==> config.mk <==
export PLATFORM = sky130hd
export DESIGN_NAME = mem_port_arbiter
export DESIGN_NICKNAME = d
export VERILOG_FILES = /design/src/rtl/mem_port_arbiter.sv
export SDC_FILE = /design/constraint.sdc
export NUM_CORES = 1
export LEC_CHECK = 0
export BUFFER_PORTS_ARGS = -buffer_cell sky130_fd_sc_hd__clkbuf_2
export CORE_AREA = 2 2 134 136
export CTS_BUF_LIST = sky130_fd_sc_hd__clkbuf_8
export CTS_CLUSTER_SIZE = 16
export DETAILED_ROUTE_END_ITERATION = 10
export DIE_AREA = 0 0 136 138
export PLACE_DENSITY = 0.56
export SYNTH_ARGS = -nofsm -noshare
export SYNTH_HDL_FRONTEND = slang
export SYNTH_SLANG_ARGS = --single-unit
==> constraint.sdc <==
create_clock -name clk -period 2.19 [get_ports clk]
set_input_delay 0.1095 -clock clk [delete_from_list [all_inputs] [get_ports clk]]
set_output_delay 0.1095 -clock clk [all_outputs]
set_load 0.005 [all_outputs]
==> src/rtl/mem_port_arbiter.sv <==
// -----------------------------------------------------------------------------
// mem_port_arbiter
//
// Shares a single downstream memory port between the instruction-fetch channel
// (read-only) and the data-access channel (reads and writes). One transaction
// is in flight at a time: a request phase (valid/ready) followed, for reads,
// by a response phase (rvalid/rready). Data wins arbitration, except that
// after STARVE_LIMIT data grants made while fetch was waiting, fetch is
// forced through. Per-requester grant counters feed the performance-counter
// bank.
//
// Parameters
//   STARVE_LIMIT     data grants tolerated while fetch waits (1..15)
//
// Ports
//   clk, rst         clock; synchronous active-low reset
//   inst_*           fetch request (addr/valid/ready) and response
//                    (rdata/rvalid/rready)
//   d_*              data request (addr/wdata/wstrb/memread/memwrite/ready)
//                    and response (rdata/rvalid/rready)
//   m_*              downstream request and response handshake
//   inst_grant_cnt   completed fetch request handshakes (wraps)
//   data_grant_cnt   completed data request handshakes (wraps)
// -----------------------------------------------------------------------------
module mem_port_arbiter #(
    parameter int unsigned STARVE_LIMIT = 4
) (
    input  logic        clk,
    input  logic        rst,

    input  logic [31:0] inst_addr,
    input  logic        inst_req_valid,
    output logic        inst_req_ready,
    output logic [31:0] inst_rdata,
    output logic        inst_rvalid,
    input  logic        inst_rready,

    input  logic [31:0] d_addr,
    input  logic [31:0] d_wdata,
    input  logic [3:0]  d_wstrb,
    input  logic        d_memread,
    input  logic        d_memwrite,
    output logic        d_req_ready,
    output logic [31:0] d_rdata,
    output logic        d_rvalid,
    input  logic        d_rready,

    output logic [31:0] m_addr,
    output logic [31:0] m_wdata,
    output logic [3:0]  m_wstrb,
    output logic        m_memread,
    output logic        m_memwrite,
    input  logic        m_req_ready,
    input  logic [31:0] m_rdata,
    input  logic        m_rvalid,
    output logic        m_rready,

    output logic [31:0] inst_grant_cnt,
    output logic [31:0] data_grant_cnt
);

    typedef enum logic [2:0] {
        IDLE  = 3'd0,
        I_REQ = 3'd1,
        I_RSP = 3'd2,
        D_RD  = 3'd3,
        D_RSP = 3'd4,
        D_WR  = 3'd5
    } state_t;

    localparam logic [3:0] SC_MAX = 4'(STARVE_LIMIT);

    state_t     state;
    state_t     state_nxt;
    logic [3:0] sc;          // data grants made while fetch was waiting
    logic       d_pending;
    logic       fetch_forced;
    logic       inst_hs;     // fetch request handshake this cycle
    logic       data_hs;     // data request handshake this cycle

    assign d_pending    = d_memread | d_memwrite;
    assign fetch_forced = inst_req_valid && (sc == SC_MAX);

    // Read data is a plain pass-through; rvalid alone qualifies it.
    assign inst_rdata = m_rdata;
    assign d_rdata    = m_rdata;

    // -------------------------------------------------------------------------
    // Next state and all handshake outputs. Each state only looks at its own
    // owner's inputs, so nothing on the fetch side reaches a data-side output
    // combinationally, and vice versa.
    // -------------------------------------------------------------------------
    always_comb begin
        // NOTE: every signal written here gets a default first, so no path
        // through the case leaves one unassigned and no latch is inferred.
        state_nxt      = state;
        inst_hs        = 1'b0;
        data_hs        = 1'b0;
        inst_req_ready = 1'b0;
        inst_rvalid    = 1'b0;
        d_req_ready    = 1'b0;
        d_rvalid       = 1'b0;
        m_addr         = '0;
        m_wdata        = '0;
        m_wstrb        = '0;
        m_memread      = 1'b0;
        m_memwrite     = 1'b0;
        m_rready       = 1'b0;

        case (state)
            IDLE: begin
                // A write is served ahead of a read when both are raised.
                if (d_pending && !fetch_forced) begin
                    state_nxt = d_memwrite ? D_WR : D_RD;
                end else if (inst_req_valid) begin
                    state_nxt = I_REQ;
                end
            end

            I_REQ: begin
                m_addr         = inst_addr;
                m_memread      = inst_req_valid;
                inst_req_ready = m_req_ready;
                // A withdrawn request returns to arbitration without a grant.
                if (!inst_req_valid) begin
                    state_nxt = IDLE;
                end else if (m_req_ready) begin
                    inst_hs   = 1'b1;
                    state_nxt = I_RSP;
                end
            end

            I_RSP: begin
                m_rready    = inst_rready;
                inst_rvalid = m_rvalid;
                if (m_rvalid && inst_rready) begin
                    state_nxt = IDLE;
                end
            end

            D_RD: begin
                m_addr      = d_addr;
                m_memread   = d_memread;
                d_req_ready = m_req_ready;
                if (!d_memread) begin
                    state_nxt = IDLE;
                end else if (m_req_ready) begin
                    data_hs   = 1'b1;
                    state_nxt = D_RSP;
                end
            end

            D_RSP: begin
                m_rready = d_rready;
                d_rvalid = m_rvalid;
                if (m_rvalid && d_rready) begin
                    state_nxt = IDLE;
                end
            end

            D_WR: begin
                m_addr      = d_addr;
                m_wdata     = d_wdata;
                m_wstrb     = d_wstrb;
                m_memwrite  = d_memwrite;
                d_req_ready = m_req_ready;
                // Writes carry no response phase.
                if (!d_memwrite) begin
                    state_nxt = IDLE;
                end else if (m_req_ready) begin
                    data_hs   = 1'b1;
                    state_nxt = IDLE;
                end
            end

            default: state_nxt = IDLE;
        endcase
    end

    // -------------------------------------------------------------------------
    // State, starve counter and grant counters. Reset drops any in-flight
    // transaction; the downstream side is reset alongside this block.
    // -------------------------------------------------------------------------
    always_ff @(posedge clk) begin
        // NOTE: registers use non-blocking assignments so every flop samples
        // the pre-edge values regardless of statement order.
        if (!rst) begin
            state          <= IDLE;
            sc             <= '0;
            inst_grant_cnt <= '0;
            data_grant_cnt <= '0;
        end else begin
            state <= state_nxt;

            if (inst_hs) begin
                inst_grant_cnt <= inst_grant_cnt + 32'd1;
                sc             <= '0;
            end

            if (data_hs) begin
                data_grant_cnt <= data_grant_cnt + 32'd1;
                // Only grants that made fetch wait count toward starvation.
                if (inst_req_valid && (sc < SC_MAX)) begin
                    sc <= sc + 4'd1;
                end
            end
        end
    end

endmodule

Word level (Yosys, flattened, before mapping)
Index checks and enable logic that the tools add are counted.
{"block": "totals", "latch_bits": 0, "n_memories": 0, "ff_bits": 71, "mem_bits_rw": 0, "elab_cells": 61, "romBits": 0}
{"block": "op_classes", "bitwise": 1, "n_mul": 0, "mux": 31, "order_cmp": 1, "n_reduce_logical": 9, "n_addsub": 3, "div_mod_pow": 0, "shifts": 0, "n_eq_ne": 12}
{"op": "$add A32 B1 Y32 const B", "n": 2}
{"op": "$pmux W32 S2", "n": 1}
{"op": "$mux W3", "n": 11}
{"op": "$mux W32", "n": 1}
{"op": "$pmux W3 S6", "n": 1}
{"op": "$mux W4", "n": 4}
{"op": "$ne A3 B3 Y1 const B", "n": 4}
{"op": "$mux W1", "n": 10}
{"op": "$eq A3 B2 Y1 const B", "n": 2}
{"op": "$eq A3 B3 Y1 const B", "n": 2}
{"op": "$pmux W1 S2", "n": 3}
{"op": "$reduce_and A6 Y1", "n": 1}
{"op": "$logic_and A1 B1 Y1", "n": 5}
{"op": "$add A4 B1 Y4 const B", "n": 1}
{"op": "$eq A4 B3 Y1 const B", "n": 1}
{"op": "$lt A4 B3 Y1 const B", "n": 1}
{"op": "$ne A2 B2 Y1 const B", "n": 2}
{"op": "$eq A3 B1 Y1 const B", "n": 1}
{"op": "$logic_not A3 Y1", "n": 1}
{"op": "$reduce_or A2 Y1", "n": 1}
{"op": "$logic_not A1 Y1", "n": 1}
{"op": "$or A1 B1 Y1", "n": 1}

Longest topological paths before layout
Gate-level depths: netlist of run 1.
{"block": "logic_depth", "ltp_word": 6, "depth_mapped": 7}

Least setup slack after synthesis of run 1
Ideal clock, no wire load.
{"block": "synth_timing", "path_type": "register to register", "start": "reg data_grant_cnt[0]", "end": "reg data_grant_cnt[26]", "path_slack_ps": 225, "t_required_ps": 2120, "path_stages_with_launch": 7, "n_path_buf": 1, "arrival_time_ps": 1895, "setup_ps": 70, "synth_period_minus_slack_ps": 1965, "cell_sequence": "dfxtp_1 ha_1 nand2_1 or4_4 buf_6 or4_1 a21oi_1"}
{"block": "synth_via", "elab_chain_len": 1}
{"item": "from (decl)", "line_no": "59", "source": "output logic [31:0] data_grant_cnt"}
{"item": "from (signal assigned)", "line_no": "201", "source": "data_grant_cnt <= data_grant_cnt + 32'd1;"}
{"item": "$add A32 B1 Y32", "line_no": "201"}
Every way passes these cells.
A chain may end at the register's enable or synchronous reset.

Final worst setup path of run 1
{"block": "layout_timing", "start": "reg state[2]", "end": "out m_addr[14]"}
{"block": "layout_via", "elab_chain_len": 3, "word_cells_on_any_way": 5}
{"item": "from (decl)", "line_no": "73", "source": "state_t state;"}
{"item": "from (signal assigned)", "line_no": "193", "source": "state <= state_nxt;"}
{"item": "$eq A3 B3 Y1 or $eq A3 B2 Y1 (tied branches)", "line_no": "110", "source": "case (state)"}
{"item": "$reduce_or A2 Y1 (no line)"}
{"item": "$pmux W32 S2 (*)", "line_no": "110"}
{"item": "to (decl)", "line_no": "48", "source": "output logic [31:0] m_addr,"}
Mark *: on every way between the ends. The rest lies on a longest branch, timed or not.

==> flow_metrics.env, run 1 <==
export IMPL_status="finished clean"
export IMPL_grt_max_degree=39
export IMPL_setup_violations=0
export IMPL_vias=5100
export IMPL_ys_warn_count=0
export IMPL_worst_path_buf_inv=4
export IMPL_crit_top_cell="buf_4"
export IMPL_endpoint_kind="output port"
export IMPL_syn_nets=744
export IMPL_grt_pass1_vias=4650
export IMPL_slew_viol_final=0
export IMPL_cts_made_buffers=9
export IMPL_grt_pass1_wl_um=26300
export IMPL_startpoint_type="flip-flop"
export IMPL_layout_common_cells="clkbuf_2 (247), dfxtp_1 (70), nand2_1 (45)"
export IMPL_synth_fa_ha_area_share_pct=1.03
export IMPL_viasPerCell=4.99
export IMPL_rsz0062_at_grt="no"
export IMPL_skew_ps=9.23
export IMPL_max_freq_mhz=480
export IMPL_async_reset_ff_share_pct=0
export IMPL_path_class="flip-flop to output port"
export IMPL_io_pins=344
export IMPL_power_total_uw=3590
export IMPL_post_cts_buffers=0
export IMPL_wl_per_cell_um=16.7
export IMPL_die_area_um2=18800
export IMPL_synth_edf_count=0
export IMPL_die_w_um=136
export IMPL_cp_top_family="buffers and inverters"
export IMPL_rows=49
export IMPL_hp_class="input pin to output port"
export IMPL_synth_compound_area_share_pct=20.4
export IMPL_clock_sinks=71
export IMPL_maxCapViolations=0
export IMPL_nNetsFinal=934
export IMPL_leakage_uw=0.00263
export IMPL_powerDensity_nw_per_um2=582
export IMPL_areaGrowthSynthToFinish_pct=26.9
export IMPL_clk_latency_ps=350
export IMPL_h_tree_depth=3
export IMPL_drive_gt1_share_pct=38.9
export IMPL_synth_distinct_cells=55
export IMPL_synth_top_family_by_area="simple AND/OR/NAND/NOR gates"
export IMPL_clkSlewWorstSetupHoldPaths_ps=80
export IMPL_drt_iter0_drc=270
export IMPL_syn_area_um2=4870
export IMPL_crit_chain="buf_4, buf_4, nand2b_1, a21oi_2, buf_6, a22o_1, clkbuf_2"
export IMPL_ir_drop_mv=0.232
export IMPL_yosys_most_used_dff="dfxtp_1"
export IMPL_critPathRequiredTime_ps=2080
export IMPL_reg2reg_from="data_grant_cnt[1]$_SDFFE_PN0P_"
export IMPL_syn_inst=599
export IMPL_tns_ps=0
export IMPL_yosys_register_bits=71
export IMPL_antenna_found_initial=3
export IMPL_worst_slew_pin_slew_ps=578
export IMPL_cts_tree="done"
export IMPL_core_um2=17500
export IMPL_critPathMaxStageDelay_ps=310
export IMPL_fp_dieH_um=138
export IMPL_grt_overflow_total=0
export IMPL_synthSimpleGateAreaFrac_pct=29.9
export IMPL_drc=0
export IMPL_path_max_fanout=23
export IMPL_hold_viol=0
export IMPL_portBuffers=247
export IMPL_ys_seq_area_share_pct=29.2
export IMPL_dp_hpwl_um=13600
export IMPL_final_common_cell="clkbuf_2"
export IMPL_post_route_period_util_pct=95.2
export IMPL_cts_buffer_depth=2
export IMPL_synth_mux_area_share_pct=3.14
export IMPL_grt_usage_pct=17.7
export IMPL_worstPathArrival_ps=1970
export IMPL_initial_utilization_pct=27.8
export IMPL_root_buffer="clkbuf_8"
export IMPL_max_slew_margin_rel_pct=60.5
export IMPL_diodes=0
export IMPL_worstSetupStartpoint="state[2]$_SDFFE_PN0P_"
export IMPL_synthXorXnorAreaFrac_pct=2.16
export IMPL_totalWireLength_um=17100
export IMPL_hold_start="m_rdata[12]"
export IMPL_firstDrtPassIters=4
export IMPL_syn_avg_cell_area_um2=8.12
export IMPL_critPathSlowestCell="dfxtp_1"
export IMPL_place_congestion=0.771
export IMPL_ant_nets=0
export IMPL_finalCriticalPeriod_ps=2080
[synthesized netlist by cell type, types with 11 or more instances]
cell	n	share of area, %
o31ai_1	19	2.9
nand4_1	14	1.8
dfxtp_1	71	29
inv_1	12	0.93
clkbuf_1	27	2.1
nand2_1	45	3.5
nor4_1	11	1.4
nor2_1	23	1.8
and2_1	42	5.4
o21ai_0	14	1.4
nand2b_1	18	2.3
a21oi_1	39	4.0
or3_1	16	2.1
a22o_1	32	5.8
buf_4	66	10
mux2i_1	13	2.7
or4_1	24	3.7
nand3_1	18	1.9
[through the flow]
step	hold WS, ps	cell area (um2)	setup WS (ps)	util, %	std cells
6_report	219	6170	106	35.2	1023
5_1_grt	219	6170	8.16	35.2	1023
4_1_cts	206	6160	28.1	35.2	1023
3_5_place_dp	219	5990	163	34.2	1007
3_3_place_gp	219	5990	210	34.2	1007
2_1_floorplan	300	4870	225	-	599
[flip-flops by register name (all words and copies together) (netlist names)]
name	flops
sc	4
state	3
inst_grant_cnt	32
data_grant_cnt	32
[logic make-up (layout without fill, tap and decap cells)]
family | after synthesis | in the layout
AO/OA/AOI/OAI | 138 | 138
XOR/XNOR | 12 | 12
adder cells (fa/ha/maj) | 4 | 4
buffers and inverters | 112 | 307
flip-flops | 71 | 71
multiplexers | 15 | 15
AND/OR/NAND/NOR | 247 | 247
[layout make-up]
type / count / area [um2]
well taps: 229 / 287
fillers: 1945 / 11400
clock buffers: 10 / 138
inverters: 13 / 48.8
multi-input cells: 416 / 2760
repair buffers: 278 / 1480
clock inverters: 6 / 37.5
flip-flops and latches: 71 / 1420
[path summary, 6_finish.rpt]
| check | to | slack, ps | cells past startpoint |
|---|---|---|---|
| hold reg to reg | inst_grant_cnt[31]$_SDFFE_PN0P_ | 470 | 2 |
| setup / recovery | m_addr[14] | 110 | 7 |
| setup reg to reg | data_grant_cnt[28]$_SDFFE_PN0P_ | 190 | 5 |
| hold / removal | d_rdata[12] | 220 | 0 |
[layer usage]
| layer | share of wire [%] | wire length, um | vias up | global-route usage [%] |
|---|---|---|---|---|
| met3 | 8.7 | 1500 | 32 | 5.65 |
| met2 | 41 | 6950 | 202 | 24.8 |
| li1 | - | - | 2548 | - |
| met1 | 49 | 8440 | 2312 | 26.6 |
| met4 | 1.1 | 186 | 6 | 3.34 |
| met5 | 0.21 | 36 | - | 0 |
[what timing repair did]
item,in CTS,in global routing
hold buffers,0,0
setup endpoints to repair,0,32
endpoints found under the hold margin,0,0
resized for setup,0,3
[report_power, final]
group	internal [uW]	switching, uW	total (uW)
clock	436	518	954
combinational	620	672	1290
sequential	1320	31.3	1350
total	2370	1220	3590
Power figures use the tool's default switching activity.
==> run 2, diff against run 1 <==
==> config.mk (replaced) <==
export PLATFORM = sky130hd
export DESIGN_NAME = mem_port_arbiter
export DESIGN_NICKNAME = d
export VERILOG_FILES = /design/src/rtl/mem_port_arbiter.sv
export SDC_FILE = /design/constraint.sdc
export NUM_CORES = 1
export LEC_CHECK = 0
export BUFFER_PORTS_ARGS = -buffer_cell sky130_fd_sc_hd__clkbuf_2
export CORE_AREA = 2 2 132 134
export CTS_CLUSTER_SIZE = 16
export DETAILED_ROUTE_END_ITERATION = 10
export DIE_AREA = 0 0 134 136
export PLACE_DENSITY = 0.57
export SYNTH_ARGS = -nofsm -noshare
export SYNTH_HDL_FRONTEND = slang
export SYNTH_SLANG_ARGS = --single-unit
==> run 2 against run 1 <==
Effect of this change:
- clock skew grew 3.0 ps
- worst hold slack got worse by 92 ps
- sequential share of layout area decreased by 0.39 points
- critical path type unchanged
- non-clock buffer count is 6 lower
- cell count fell by 0.98%
- routed wire length shrank 7.1%
- via count down 0.92%
- fmax is 0.98% higher
- flip-flop and latch count stayed put
- global-route usage decreased by 1.6 points
- core utilization increased by 2.0 points
==> flow_metrics.env, run 2 (synthesized netlist as in run 1, its figures left out) <==
export IMPL_viasPerCell=4.99
export IMPL_wl_met1_um=7680
export IMPL_ant_nets=0
export IMPL_initial_utilization_pct=28.8
export IMPL_max_freq_mhz=485
export IMPL_fillers=1763
export IMPL_skew_ps=12.3
export IMPL_comb_power_share_pct=29.7
export IMPL_die_w_um=134
export IMPL_reg2reg_setup_slack_ps=180
export IMPL_diodes=0
export IMPL_clkSlewWorstSetupHoldPaths_ps=50
export IMPL_die_area_um2=18200
export IMPL_drt_iter0_drc=253
export IMPL_antenna_found_initial=0
export IMPL_met2_length_um=7090
export IMPL_post_cts_buffers=0
export IMPL_p_switching_uw=1260
export IMPL_post_route_period_util_pct=94.2
export IMPL_drc=0
export IMPL_crit_chain="buf_4, inv_1, nor3_2, buf_4, a22o_1, clkbuf_2"
export IMPL_wl_per_cell_um=15.7
export IMPL_critPathRequiredTime_ps=2080
export IMPL_reg_top3="data_grant_cnt x32, inst_grant_cnt x32, sc x4"
export IMPL_slew_viol_final=0
export IMPL_vias=5053
export IMPL_critPathMaxStageDelay_ps=390
export IMPL_path_class="flip-flop to output port"
export IMPL_worstSetupStartpoint="state[0]$_SDFFE_PN0P_"
export IMPL_grt_pass1_vias=4363
export IMPL_hp_class="input pin to flip-flop"
export IMPL_worst_slew_pin_slew_ps=543
export IMPL_cp_endpoint="m_addr[19]"
export IMPL_worst_path_buf_inv=4
export IMPL_portBuffers=247
export IMPL_met3WireLength_um=1040
export IMPL_grt_max_degree=39
export IMPL_register_area_um2=1420
export IMPL_seqPwrFrac_pct=32.0
export IMPL_root_buffer="clkbuf_16"
export IMPL_cts_buffer_depth=2
export IMPL_worstPathArrival_ps=1950
export IMPL_worstSetupPathDepth=6
export IMPL_max_slew_margin_rel_pct=62.9
export IMPL_areaGrowthSynthToFinish_pct=29.0
export IMPL_final_common_cell="clkbuf_2"
export IMPL_clk_latency_ps=340
export IMPL_leakage_uw=0.00267
export IMPL_place_congestion=0.770
export IMPL_r2r_end="data_grant_cnt[26]$_SDFFE_PN0P_"
export IMPL_status="finished clean"
export IMPL_cellInternalPower_uw=2960
export IMPL_startpoint_type="flip-flop"
export IMPL_critPathSlowestCell="dfxtp_1"
export IMPL_grt_pass1_wl_um=23400
export IMPL_cts_repair_resized=0
export IMPL_rows=48
export IMPL_powerDensity_nw_per_um2=673
export IMPL_nNetsFinal=928
export IMPL_drive_gt1_share_pct=38.3
export IMPL_clkPwrFrac_pct=38.3
export IMPL_setup_violations=0
export IMPL_clock_sinks=71
export IMPL_fp_dieH_um=136
export IMPL_cp_top_family="buffers and inverters"
export IMPL_endpoint_kind="output port"
export IMPL_layout_common_cells="clkbuf_2 (247), dfxtp_1 (71), nand2_1 (45)"
export IMPL_reg2reg_from="data_grant_cnt[1]$_SDFFE_PN0P_"
export IMPL_grt_usage_pct=16.1
export IMPL_cts_tree="done"
export IMPL_io_pins=344
export IMPL_cts_made_buffers=9
export IMPL_finalCriticalPeriod_ps=2060
export IMPL_dp_hpwl_um=12500
export IMPL_highest_signal_layer="met4"
export IMPL_rsz0062_at_grt="no"
export IMPL_h_tree_depth=3
export IMPL_totalWireLength_um=15900
export IMPL_hold_viol=0
export IMPL_grt_overflow_total=0
export IMPL_firstDrtPassIters=5
export IMPL_tns_ps=0
export IMPL_whs_ps=127
export IMPL_crit_top_cell="buf_4"
export IMPL_path_max_fanout=33
export IMPL_multiInputGateArea_um2=2760
export IMPL_ff2ff_path_depth=5
export IMPL_ctsHoldBuffers=0
export IMPL_maxCapViolations=0
export IMPL_ir_drop_mv=0.347
export IMPL_swShare_pct=29.9
export IMPL_core_um2=16900
run 2: cell count changes in the layout (fill, tap and decap cells not counted), sizes merged:
cell,before,now
bufinv,0,2
buf,31,25
clkinvlp,2,0
run 2: layout make-up:
cell class / instances / share of cell area [%]
Clock inverter: 6 / 1.46
Timing Repair Buffer: 272 / 22.8
Clock buffer: 10 / 3.81
Tap cell: 225 / 4.49
Sequential cell: 71 / 22.7
Inverter: 13 / 0.778
Multi-Input combinational cell: 416 / 44.0
run 2: metal layers:
metal	vias to the layer above	global-route usage (%)
li1	2530	-
met1	2316	23.5
met2	195	23.8
met3	12	4.21
met4	0	3.07
met5	-	0
run 2: worst reg2reg max path, delay by kind of cell (launching register included):
kind            cells  cell delay [ps]
simple gates        3             1200
flops               1              390
fa+ha+maj           1              210
compound gates      1              150
run 2: worst min path at each step:
stage	startpoint	to	slack (ps)	cells past startpoint
global placement	m_rdata[16]	d_rdata[16]	220	0
global route	rst	state[0]$_SDFFE_PN0P_	150	3
finish	rst	state[0]$_SDFFE_PN0P_	130	3
floorplan	m_rdata[0]	d_rdata[0]	300	1
detailed placement	m_rdata[16]	d_rdata[16]	220	0
CTS	rst	state[0]$_SDFFE_PN0P_	130	3
run 2: through the flow:
stage | instance area (um2) | setup slack [ps] | util, % | std cells | power, uW
after floorplan | 4870 | 225 | - | 599 | 2170
after global placement | 5940 | 244 | 35.2 | 997 | 2630
after detailed placement | 5940 | 200 | 35.2 | 997 | 2630
after CTS | 6270 | 72.4 | 37.1 | 1013 | 4270
after global routing | 6270 | 9.09 | 37.2 | 1013 | 4460
final | 6270 | 126 | 37.2 | 1013 | 4220
run 2: power by group through the flow:
stage	clock network [uW]	logic, uW	registers (uW)
2_1_floorplan	0	809	1360
5_1_grt	1720	1380	1350
4_1_cts	1660	1260	1350
3_3_place_gp	0	1250	1380
6_report	1620	1250	1350
3_5_place_dp	0	1250	1380
==> run 3, diff against run 2 <==
--- a/config.mk
+++ b/config.mk
@@ -10,6 +10,7 @@
 export CTS_CLUSTER_SIZE = 16
 export DETAILED_ROUTE_END_ITERATION = 10
 export DIE_AREA = 0 0 134 136
+export MAX_ROUTING_LAYER = met4
 export PLACE_DENSITY = 0.57
 export SYNTH_ARGS = -nofsm -noshare
 export SYNTH_HDL_FRONTEND = slang
==> constraint.sdc (replaced) <==
create_clock -name clk -period 2.2 [get_ports clk]
set_input_delay 0.11 -clock clk [delete_from_list [all_inputs] [get_ports clk]]
set_output_delay 0.11 -clock clk [all_outputs]
set_load 0.005 [all_outputs]
==> run 3 against run 2 <==
Effect of this change:
- die area stayed put
- clock skew is 1.4 ps higher
- critical path depth stayed put
- sequential power hardly changed
- cell count is 0.30% higher
- critical endpoint unchanged
- sequential share of layout area hardly changed
- setup slack better by 25 ps
- first-iteration DRC count is 8.7% lower
==> flow_metrics.env, run 3 (synthesized netlist as in run 1, its figures left out) <==
export IMPL_hold_viol=0
export IMPL_grt_met2_usage_pct=23.9
export IMPL_ant_nets=0
export IMPL_critPathSlowestCell="dfxtp_1"
export IMPL_ir_drop_mv=0.330
export IMPL_maxCapViolations=0
export IMPL_core_um2=16900
export IMPL_worst_path_buf_inv=4
export IMPL_critPathMaxStageDelay_ps=390
export IMPL_firstDrtPassIters=5
export IMPL_reg_top3="data_grant_cnt x32, inst_grant_cnt x32, sc x4"
export IMPL_viasPerCell=5.01
export IMPL_endpoint_kind="output port"
export IMPL_leakage_uw=0.00266
export IMPL_grt_pass1_wl_um=23600
export IMPL_clk_latency_ps=330
export IMPL_h_tree_depth=3
export IMPL_met3_usage_pct=4.47
export IMPL_cts_buffer_depth=2
export IMPL_cp_top_family="buffers and inverters"
export IMPL_nNetsFinal=931
export IMPL_place_congestion=0.759
export IMPL_grt_max_degree=39
export IMPL_dp_hpwl_um=12500
export IMPL_hp_class="input pin to output port"
export IMPL_grt_usage_pct=16.9
export IMPL_root_buffer="clkbuf_16"
export IMPL_initial_utilization_pct=28.8
export IMPL_wl_per_cell_um=16.0
export IMPL_die_area_um2=18200
export IMPL_diodes=0
export IMPL_worstPathArrival_ps=1940
export IMPL_register_area_um2=1420
export IMPL_drt_iter0_drc=231
export IMPL_powerDensity_nw_per_um2=647
export IMPL_critPathRequiredTime_ps=2090
export IMPL_grtUsageMet1_pct=24.1
export IMPL_multiInputGateArea_um2=2770
export IMPL_portBuffers=247
export IMPL_grt_overflow_total=0
export IMPL_status="finished clean"
export IMPL_drc=0
export IMPL_max_slew_margin_rel_pct=60.4
export IMPL_post_route_period_util_pct=93.2
export IMPL_path_class="flip-flop to output port"
export IMPL_layout_common_cells="clkbuf_2 (247), dfxtp_1 (71), nand2_1 (45)"
export IMPL_tns_ps=0
export IMPL_crit_chain="buf_4, inv_1, nor3_2, buf_6, a22o_1, clkbuf_2"
export IMPL_busiest_layer="met1"
export IMPL_clock_sinks=71
export IMPL_vias=5086
export IMPL_fp_dieH_um=136
export IMPL_drive_gt1_share_pct=38.8
export IMPL_startpoint_type="flip-flop"
export IMPL_fillers=1782
export IMPL_finalCriticalPeriod_ps=2050
export IMPL_ctsHoldBuffers=0
export IMPL_setup_violations=0
export IMPL_power_total_uw=4060
export IMPL_io_pins=344
export IMPL_worst_slew_pin_slew_ps=579
export IMPL_cts_made_buffers=9
export IMPL_clkSlewWorstSetupHoldPaths_ps=50
export IMPL_max_freq_mhz=488
export IMPL_slew_viol_final=0
export IMPL_areaGrowthSynthToFinish_pct=29.2
export IMPL_path_max_fanout=33
export IMPL_skew_ps=13.7
export IMPL_antenna_found_initial=0
export IMPL_final_common_cell="clkbuf_2"
export IMPL_rows=48
export IMPL_rsz0062_at_grt="no"
export IMPL_die_w_um=134
export IMPL_totalWireLength_um=16300
export IMPL_grt_pass1_vias=4282
export IMPL_cts_tree="done"
==> run 3: changes by cell type in the layout (fill, tap and decap cells not counted), sizes merged <==
cell / delta
buf: +3
bufinv: -2
clkbuf: +1
clkinv: -1
clkinvlp: +1
inv: +1
==> run 3: power breakdown <==
part | switching (uW) | total, uW | leakage, uW | internal (uW)
Combinational | 670 | 1310 | 0.00195 | 639
Clock | 583 | 1420 | 0.000143 | 833
Sequential | 28.0 | 1340 | 0.000572 | 1310
Total | 1280 | 4060 | 0.00266 | 2780
==> run 3: stage by stage <==
step / cells / setup slack, ps / area, um2 / utilization, % / hold WS [ps]
2_1_floorplan: 599 / 235 / 4870 / - / 301
4_1_cts: 1015 / 54.8 / 6250 / 37.0 / 220
5_1_grt: 1016 / 30.1 / 6280 / 37.2 / 220
3_5_place_dp: 999 / 219 / 5950 / 35.3 / 220
6_report: 1016 / 151 / 6280 / 37.2 / 220
3_3_place_gp: 999 / 259 / 5950 / 35.3 / 220
==> run 3: final cells by class <==
| class | instances | area share [%] |
|---|---|---|
| Clock buffer | 11 | 4.02 |
| Clock inverter | 5 | 0.617 |
| Inverter | 13 | 0.776 |
| Multi-Input combinational cell | 416 | 44.1 |
| Sequential cell | 71 | 22.6 |
| Tap cell | 225 | 4.48 |
| Timing Repair Buffer | 275 | 23.4 |
==> run 3: metal layers <==
| layer | routed length (um) | vias to the layer above |
|---|---|---|
| li1 | - | 2535 |
| met2 | 7180 | 168 |
| met5 | 0 | - |
| met3 | 961 | 11 |
| met4 | 103 | 0 |
| met1 | 8010 | 2372 |
==> run 3: worst paths after layout <==
check / from / to / slack (ps) / cells past startpoint
min: m_rdata[24] / d_rdata[24] / 220 / 0
max reg2reg: data_grant_cnt[1]$_SDFFE_PN0P_ / data_grant_cnt[20]$_SDFFE_PN0P_ / 200 / 5
max: state[0]$_SDFFE_PN0P_ / m_addr[19] / 150 / 6
min reg2reg: inst_grant_cnt[30]$_SDFFE_PN0P_ / inst_grant_cnt[30]$_SDFFE_PN0P_ / 470 / 2
==> run 3: what timing repair did <==
item / 4_1_cts / 5_1_grt
pin swaps: 0 / 0
setup buffers: 0 / 0
gates cloned: 0 / 1
gates resized for setup: 1 / 10
setup endpoints to repair: 1 / 50
hold endpoints to repair: 0 / 0
